### src/rtl/lvds_rx_ctl.sv
// LVDS target-link receive controller: nibble pairing, frame parsing,
// CRC-8 check, payload streaming, good/bad counters and stall watchdog.
module lvds_rx_ctl #(
  parameter logic [7:0] ADDR    = 8'h01,
  parameter int         TIMEOUT = 64,
  parameter int         CW      = 16
) (
  input  logic          c,
  input  logic          rn,
  input  logic          ni_valid,
  input  logic [3:0]    ni,
  input  logic          ni_last,
  output logic          o_valid,
  output logic [7:0]    o_data,
  output logic          o_sop,
  output logic          o_end,
  output logic          o_ok,
  output logic [CW-1:0] cnt_good,
  output logic [CW-1:0] cnt_bad,
  output logic          busy
);

  localparam int WW = $clog2(TIMEOUT + 1);

  typedef enum logic [2:0] {
    S_IDLE, S_HDR, S_LEN, S_DATA, S_CRC, S_DISC
  } state_t;

  state_t        state, state_n;
  logic          phase, phase_n;
  logic [3:0]    hi, hi_n;
  logic [7:0]    crc, crc_n;
  logic [7:0]    left, left_n;
  logic          emitted, emitted_n;
  logic [WW-1:0] wd, wd_n;
  logic          valid_n, sop_n, end_n, ok_n;
  logic [7:0]    data_n;
  logic          inc_good, inc_bad;
  logic [7:0]    byte_w;
  logic          done, tmo, in_frame;

  function automatic logic [7:0] crc8(input logic [7:0] cr,
                                      input logic [7:0] d);
    logic [7:0] x;
    x = cr ^ d;
    for (int i = 0; i < 8; i++)
      x = x[7] ? ((x << 1) ^ 8'h07) : (x << 1);
    return x;
  endfunction

  assign byte_w = {hi, ni};
  assign done   = ni_valid & phase;
  assign tmo    = !ni_valid && (state != S_IDLE) &&
                  (wd == WW'(TIMEOUT - 1));

  always_comb begin
    state_n   = state;
    phase_n   = ni_valid ? ~phase : phase;
    hi_n      = (ni_valid && !phase) ? ni : hi;
    crc_n     = crc;
    left_n    = left;
    emitted_n = emitted;
    wd_n      = (ni_valid || state == S_IDLE) ? '0 : wd + 1'b1;
    valid_n   = 1'b0;
    data_n    = o_data;
    sop_n     = 1'b0;
    end_n     = 1'b0;
    ok_n      = 1'b0;
    inc_good  = 1'b0;
    inc_bad   = 1'b0;
    in_frame  = 1'b0;
    unique case (state)
      S_IDLE: begin
        phase_n   = 1'b0;
        crc_n     = 8'h00;
        emitted_n = 1'b0;
        if (ni_valid) begin
          hi_n = ni;
          if (ni_last) inc_bad = 1'b1;
          else begin
            state_n = S_HDR;
            phase_n = 1'b1;
          end
        end
      end
      S_HDR: begin
        in_frame = 1'b1;
        if (done && !ni_last) begin
          crc_n   = crc8(crc, byte_w);
          state_n = (byte_w == ADDR || byte_w == 8'hFF) ? S_LEN : S_DISC;
        end
      end
      S_LEN: begin
        in_frame = 1'b1;
        if (done && !ni_last) begin
          crc_n = crc8(crc, byte_w);
          if (byte_w == 8'h00) begin
            inc_bad = 1'b1;
            state_n = S_DISC;
          end else begin
            left_n  = byte_w;
            state_n = S_DATA;
          end
        end
      end
      S_DATA: begin
        in_frame = 1'b1;
        if (done && !ni_last) begin
          crc_n     = crc8(crc, byte_w);
          valid_n   = 1'b1;
          data_n    = byte_w;
          sop_n     = !emitted;
          emitted_n = 1'b1;
          left_n    = left - 8'd1;
          if (left == 8'd1) state_n = S_CRC;
        end
      end
      S_CRC: begin
        in_frame = !done;
        if (done) begin
          end_n    = 1'b1;
          ok_n     = ni_last && (byte_w == crc);
          inc_good = ok_n;
          inc_bad  = !ok_n;
          state_n  = ni_last ? S_IDLE : S_DISC;
        end
      end
      S_DISC: begin
        if ((ni_valid && ni_last) || tmo) state_n = S_IDLE;
      end
      default: state_n = S_IDLE;
    endcase
    // early ni_last or stall inside a live frame aborts it
    if (in_frame && ((ni_valid && ni_last) || tmo)) begin
      state_n  = S_IDLE;
      valid_n  = 1'b0;
      sop_n    = 1'b0;
      end_n    = emitted;
      ok_n     = 1'b0;
      inc_good = 1'b0;
      inc_bad  = 1'b1;
    end
  end

  always_ff @(posedge c) begin
    if (!rn) begin
      state    <= S_IDLE;
      phase    <= 1'b0;
      hi       <= 4'h0;
      crc      <= 8'h00;
      left     <= 8'h00;
      emitted  <= 1'b0;
      wd       <= '0;
      o_valid  <= 1'b0;
      o_data   <= 8'h00;
      o_sop    <= 1'b0;
      o_end    <= 1'b0;
      o_ok     <= 1'b0;
      busy     <= 1'b0;
      cnt_good <= '0;
      cnt_bad  <= '0;
    end else begin
      state   <= state_n;
      phase   <= phase_n;
      hi      <= hi_n;
      crc     <= crc_n;
      left    <= left_n;
      emitted <= emitted_n;
      wd      <= wd_n;
      o_valid <= valid_n;
      o_data  <= data_n;
      o_sop   <= sop_n;
      o_end   <= end_n;
      o_ok    <= ok_n;
      busy    <= (state_n != S_IDLE);
      if (inc_good && cnt_good != '1) cnt_good <= cnt_good + 1'b1;
      if (inc_bad && cnt_bad != '1) cnt_bad <= cnt_bad + 1'b1;
    end
  end

endmodule

### config.mk
export PLATFORM = sky130hd
export DESIGN_NAME = lvds_rx_ctl
export DESIGN_NICKNAME = d
export VERILOG_FILES = /design/src/rtl/lvds_rx_ctl.sv
export SDC_FILE = /design/constraint.sdc
export NUM_CORES = 1
export LEC_CHECK = 0
export CORE_ASPECT_RATIO = 0.8
export CORE_MARGIN = 4
export CORE_UTILIZATION = 35
export CTS_BUF_LIST = sky130_fd_sc_hd__clkbuf_2
export DETAILED_ROUTE_END_ITERATION = 10
export MAX_ROUTING_LAYER = met4
export SLEW_MARGIN = 20
export SYNTH_ARGS = -nofsm -noshare
export SYNTH_HDL_FRONTEND = slang
export SYNTH_SLANG_ARGS = --single-unit
### constraint.sdc
create_clock -name c -period 3 [get_ports c]
set_input_delay 0.6 -clock c [delete_from_list [all_inputs] [get_ports c]]
set_output_delay 0.6 -clock c [all_outputs]
set_load 0.01 [all_outputs]
==> results.md, run 1 <==
* Status: finished, final reports clean
* Fill count at 1,089
* Hold endpoint: o_data[4]$_SDFFE_PN0P_
* Synth Net Count at 505
* Peak supply drop at ~0.27 mV
* Vias at 3,588
* Die width at 126 microns
* R2r endpoint: cnt_good[6]$_SDFFE_PN0P_
* CTS tree: built
* Critical path peak fanout at 15
* Layout Cells excl Fill at just under 700
* CTS Buf Count at 9
* Cells after synthesis at 489
* Hpwl dp at 7190 microns
* Adder-cell area share of the yosys netlist at 0.0258
* CTS Buffer Depth at 2
* Die Ht at 102 microns
* H-tree levels at 3
* Compound-cell area share of the yosys netlist at 0.147
* XOR/XNOR Fraction of Synth Area at 0.0904
* GR Overflow Total at 0
* Clk root buf: clkbuf_2
* Worst Tran Pin Value at ~540 ps
* WL final at 9920 microns
* Post_cts resized at 0
* Largest net degree at the start of global routing at 44
* Post-synth top area share at 0.398
* Slew headroom at 0.641
* Leakage power total at 1.63 nW
* Area leader, netlist: dfxtp_1
* Post-synth EDFFs at 0
* Antenna viol nets, final at 0
* Synth Warn # at 0
* First-pass GRT wire length at 16,900 microns
* Largest family of logic cells by synthesized area: simple AND/OR/NAND/NOR gates
* RSZ-0062 raised after global routing: no
* Mux contribution to synthesized area at 0.00775
* Tmin final at 2550 ps
* Post-route setup slack at 445 ps
* Hold depth at 2
* Layout net count at about 560
* Vias in the first global route at 3,397
* Initial Util at 0.357
* Fin crit share at 0.852
* Count of final setup violators at 0
* Layout cell share with drive strength beyond 1 at 0.0780
* Synth Area in Simple Gates at 0.288
* Top cells by count, synth: dfxtp_1 (77), nand2_1 (69), nor2_1 (60)
* Asr flop ratio synth at 0
* Residual DRC count at 0
* Row count at 34
* Count leader, synth: dfxtp_1
* Initial antenna violation count at 0
* R2R setup slack at 450 ps
* Gr usage total at 0.165
* Worst path arrival time at between 3000 and 4000 ps
* Full die area at 12,800 sq um
* Ports at 53
* Min-delay src: o_data[4]$_SDFFE_PN0P_
* Routed vias/inst at 5.16
* CP Launch Type: flip-flop
* Min-Delay Path Class: reg -> reg
* Placed insts at 680
* Postcts setup bufs at 0
* Worst setup path class: reg -> reg
* Area Growth Syn to Fin at 22.7%
* Mean post-synth cell area at ~7.9 sq um
* DR pass1 iterations at 5
* Post-synth cell types at 50
* RePlAce Congestion at 0.925
* Main flop type after synthesis: dfxtp_1
* Number of port buffers at 52
* Max Slew Vio Count at 0
* Area of the mapped netlist at approximately 3900 sq um
* Clk_lat worst skew at 540 ps
* 1st-iter DRT viols at 257
* Drt wl/cell at 14.3 microns
* Register bit total from synthesis at 77
* Worst Path Required at 3450 ps
* DP Worst Slack at -65.4 ps
* Reg clk slew, reported paths at about 200 ps
* Clock sink total at 77
* Ranking of synthesized cells by area: dfxtp_1 (40%), nand2_1 (6.7%), a21oi_1 (5.9%)
* Clk_skew at 25.3 ps
* Seq/Total Area, Yosys at 0.398
* Ant diodes at 0
* Count of max-cap constraint violations at 0
* Final Hold Viols at 0
* Post-CTS Hold Fix Bufs at 0
* PD cells at about 400 nW/um^2
* Core box area at approximately 11,000 sq um
* Worst r2r path cells at 9
* Critical Path End Type: flip-flop
* Max Fclk at 391 MHz
-- layer usage --
metal / vias up / track usage / wire (microns)
met5: - / - / 0
met4: 0 / 0.0500 / 146
met3: 15 / 0.0522 / 570
met2: 84 / 0.245 / 4360
met1: 1671 / 0.216 / 4850
li1: 1818 / - / -
-- cell type report --
cell class                 instances  area [sq um]  area share
clock inverter                     5          76.3      0.0160
multi-input combinational        377          2170       0.456
clock buffer                      10          50.0      0.0105
inverter                           8          30.0     0.00631
tap                              144           180      0.0379
sequential                        77          1540       0.324
timing repair buffer              74           711       0.149
-- worst max-delay path by stage --
| stage | from | end | slack [ps] | cells past startpoint |
|---|---|---|---|---|
| floorplan | ni[2] | cnt_good[10]$_SDFFE_PN0P_ | 310 | 10 |
| global placement | ni[3] | cnt_good[6]$_SDFFE_PN0P_ | -70 | 10 |
| detailed placement | ni[3] | cnt_good[6]$_SDFFE_PN0P_ | -70 | 10 |
| CTS | flip-flop | cnt_good[6]$_SDFFE_PN0P_ | 440 | 9 |
| global route | flip-flop | cnt_good[8]$_SDFFE_PN0P_ | 250 | 9 |
| finish | flip-flop | cnt_good[6]$_SDFFE_PN0P_ | 450 | 9 |
-- cells in the final DEF, fill, tap and decap left out, types with 2 or more instances in the layout --
cell / Yosys / layout
xnor2_1: 18 / 18
nand4_1: 11 / 11
o211ai_1: 2 / 2
ha_1: 8 / 8
o21ai_1: 14 / 14
nor2_1: 60 / 60
clkdlybuf4s50_1: 0 / 52
and2_1: 5 / 5
nor4_1: 2 / 2
buf_4: 1 / 20
or3_1: 14 / 14
a31oi_1: 6 / 6
nand2_1: 69 / 69
o21ai_0: 10 / 10
a311oi_1: 3 / 3
bufinv_16: 0 / 2
and3_1: 9 / 9
inv_1: 7 / 7
nand2b_1: 3 / 3
xor2_1: 22 / 22
nor3_1: 8 / 8
nand3_1: 32 / 32
nor4b_1: 2 / 2
or4b_1: 2 / 2
clkinv_1: 1 / 2
clkbuf_2: 0 / 10
nand3b_1: 2 / 2
a21oi_1: 46 / 46
mux2i_1: 3 / 3
dfxtp_1: 77 / 77
o31ai_1: 3 / 3
or4_1: 3 / 3
and3b_1: 2 / 2
and4_1: 2 / 2
buf_12: 0 / 2
-- where the power goes --
part / internal, mW / switching [mW]
logic: 0.0723 / 0.0966
clock network: 0.270 / 0.364
registers: 1.03 / 0.0155
total: 1.38 / 0.476
-- per-stage QoR --
stage	cell area, sq um	setup TNS, ps	util	power, mW	hold slack, ps
3_3_place_gp	4630	-97.2	0.427	1.24	443
3_5_place_dp	4630	-239	0.427	1.24	454
6_report	4760	0	0.439	1.85	479
4_1_cts	4760	0	0.439	1.88	484
5_1_grt	4760	0	0.439	1.94	507
2_1_floorplan	3880	0	-	1.18	422
-- kinds of logic (layout without fill, tap and decap cells) --
| logic type | after synthesis | after routing |
|---|---|---|
| muxes | 3 | 3 |
| adders and majority gates | 8 | 8 |
| AOI/OAI and AO/OA | 94 | 94 |
| DFF | 77 | 77 |
| and+or+nand+nor | 232 | 232 |
| buffers and inverters | 35 | 97 |
| xor gates and xnor gates | 40 | 40 |
-- flip-flops by register name, indices dropped and copies added, names as in the netlist, named ones only --
signal    count
busy          1
left          8
state         3
o_end         1
o_sop         1
cnt_bad      16
o_valid       1
phase         1
cnt_good     16
o_data        8
wd            7
emitted       1
o_ok          1
crc           8
-- worst max-delay path: stages (launching register included) --
cell	delay [ps]
dfxtp_1	440
xnor2_1	370
ha_1	220
nand4_1	110
or3_1	460
a311oi_4	320
buf_12	180
nand2_1	70
xnor2_1	140
and2_1	150
Power figures use the tool's default switching activity.
==> run 2: changes to the inputs <==
- CAP_MARGIN: default -> 40
==> results of run 2 <==
Final layout, timing and power as in run 1 (identical DEF).
==> run 3: changes to the inputs <==
- REMOVE_ABC_BUFFERS: default -> 1
==> results.md, run 3 (synthesis results as in run 1) <==
* Number of port buffers at 52
* Full die area at 12,800 sq um
* Worst path arrival time at about 3000 ps
* Design Power at 1.80 mW
* Die width at between 100 and 150 microns
* Worst setup path class: reg -> reg
* CTS Buffer Depth at 2
* Leakage power total at between 1.5 and 2 nW
* Clock sink total at between 70 and 80
* Critical Path End Type: flip-flop
* CTS Buf Count at 9
* Clk root buf: clkbuf_2
* Biggest registers after layout: cnt_bad: 16 flops, cnt_good: 16 flops
* Largest net degree at the start of global routing at 62
* Post-route setup slack at 441 ps
* Antenna viol nets, final at 0
* DP Worst Slack at -37.6 ps
* Critical path peak fanout at 15
* Ports at 53
* Clk_skew at 30.3 ps
* Clk_lat worst skew at 540 ps
* Area Growth Syn to Fin at 22.5%
* Row count at 34
* Max Fclk at a little under 400 MHz
* Layout net count at 561
* Vias at 3,550
* Vias in the first global route at 3,289
* Drt wl/cell at 13.5 microns
* Initial Util at 0.357
* Postcts setup bufs at 0
* Fill count at about 1,100
* Layout cell share with drive strength beyond 1 at 0.0764
* RePlAce Congestion at 0.892
* Gr usage total at 0.155
* DR pass1 iterations at 4
* Tmin final at 2560 ps
* Status: finished, final reports clean
* CTS tree: built
* Critical path, cell by cell: xnor2_1 -> ha_1 -> nand4_1 -> or3_1 -> a311oi_4 -> buf_12 -> nand2_1 -> xnor2_1 -> and2_1
* H-tree levels at 3
* Slew headroom at 0.625
* Busiest grt layer: met2
* Min-Delay Path Class: reg -> reg
* Final Hold Viols at 0
* Critical-path top delay cell: or3_1
* Count of max-cap constraint violations at 0
* Initial antenna violation count at 0
* Worst Tran Pin Value at roughly 560 ps
* Residual DRC count at 0
* CP Launch Type: flip-flop
* First-pass GRT wire length at 15,700 microns
* Worst Path Required at 3450 ps
* Met2 Use GR at 0.244
* GR Overflow Total at 0
* WL final at 9400 microns
* Count of final setup violators at 0
* Post-CTS Hold Fix Bufs at 0
* Routed vias/inst at 5.12
* Final hold slack at 467 ps
* Hpwl dp at 6730 microns
* Core box area at around 11,000 sq um
* PD cells at between 300 and 400 nW/um^2
* Worst path most repeated cell: xnor2_1
* GR met3 Demand/Resource at 0.0293
* Post-layout util at 0.438
* Post_cts resized at 0
* Crit path max-delay family: simple AND/OR/NAND/NOR gates
* Peak supply drop at 0.163 mV
* Die Ht at 102 microns
* 1st-iter DRT viols at 211
* RSZ-0062 raised after global routing: no
* Fin crit share at 0.853
* Max Slew Vio Count at 0
* WP buf/inv at 1
* Ant diodes at 0
* GRT met1 Usage at 0.198
* Most frequent cells in the layout: dfxtp_1 (77), nand2_1 (69), nor2_1 (60)
* Leading cell type in the layout, fill and taps excluded: dfxtp_1
* Critical Path Max Stage Delay at 480 ps
* Reg clk slew, reported paths at about 210 ps
-- run 3: cell type report --
class / count / area [sq um] / share of cell area
Clock buffer: 9 / 45.0 / 0.00949
Clock inverter: 7 / 75.1 / 0.0158
Inverter: 8 / 30.0 / 0.00632
Multi-Input combinational cell: 377 / 2170 / 0.457
Sequential cell: 77 / 1540 / 0.325
Tap cell: 144 / 180 / 0.0379
Timing Repair Buffer: 72 / 708 / 0.149
-- run 3: per-stage QoR --
| stage | instance area [sq um] | std cells | setup TNS (ps) |
|---|---|---|---|
| after floorplan | 3740 | 462 | 0 |
| final | 4750 | 694 | 0 |
| after global routing | 4750 | 694 | 0 |
| after detailed placement | 4630 | 678 | -51.8 |
| after CTS | 4750 | 694 | 0 |
| after global placement | 4630 | 678 | -24.5 |
-- run 3: per-layer routing --
metal / share of wire / up-vias
met1: 0.49 / 1655
met3: 0.035 / 15
met2: 0.45 / 71
met5: 0 / -
met4: 0.022 / 0
li1: - / 1809
-- run 3: worst paths after layout --
| kind | start | slack [ps] | cells past startpoint | endpoint |
|---|---|---|---|---|
| min | o_data[5]$_SDFFE_PN0P_ | 470 | 2 | o_data[5]$_SDFFE_PN0P_ |
| min reg2reg | o_data[5]$_SDFFE_PN0P_ | 470 | 2 | o_data[5]$_SDFFE_PN0P_ |
| max reg2reg | flip-flop | 440 | 9 | cnt_good[6]$_SDFFE_PN0P_ |
| max | flip-flop | 440 | 9 | cnt_good[6]$_SDFFE_PN0P_ |
-- run 3: power breakdown --
group | switching [mW] | internal [mW]
Sequential | 0.0151 | 1.03
Combinational | 0.0949 | 0.0724
Clock | 0.387 | 0.195
-- run 3: worst register-to-register path, cell delays in order (launching register included) --
cell      delay, ps
dfxtp_1         440
xnor2_1         370
ha_1            210
nand4_1         110
or3_1           480
a311oi_4        340
buf_12          180
nand2_1          70
xnor2_1         150
and2_1          150
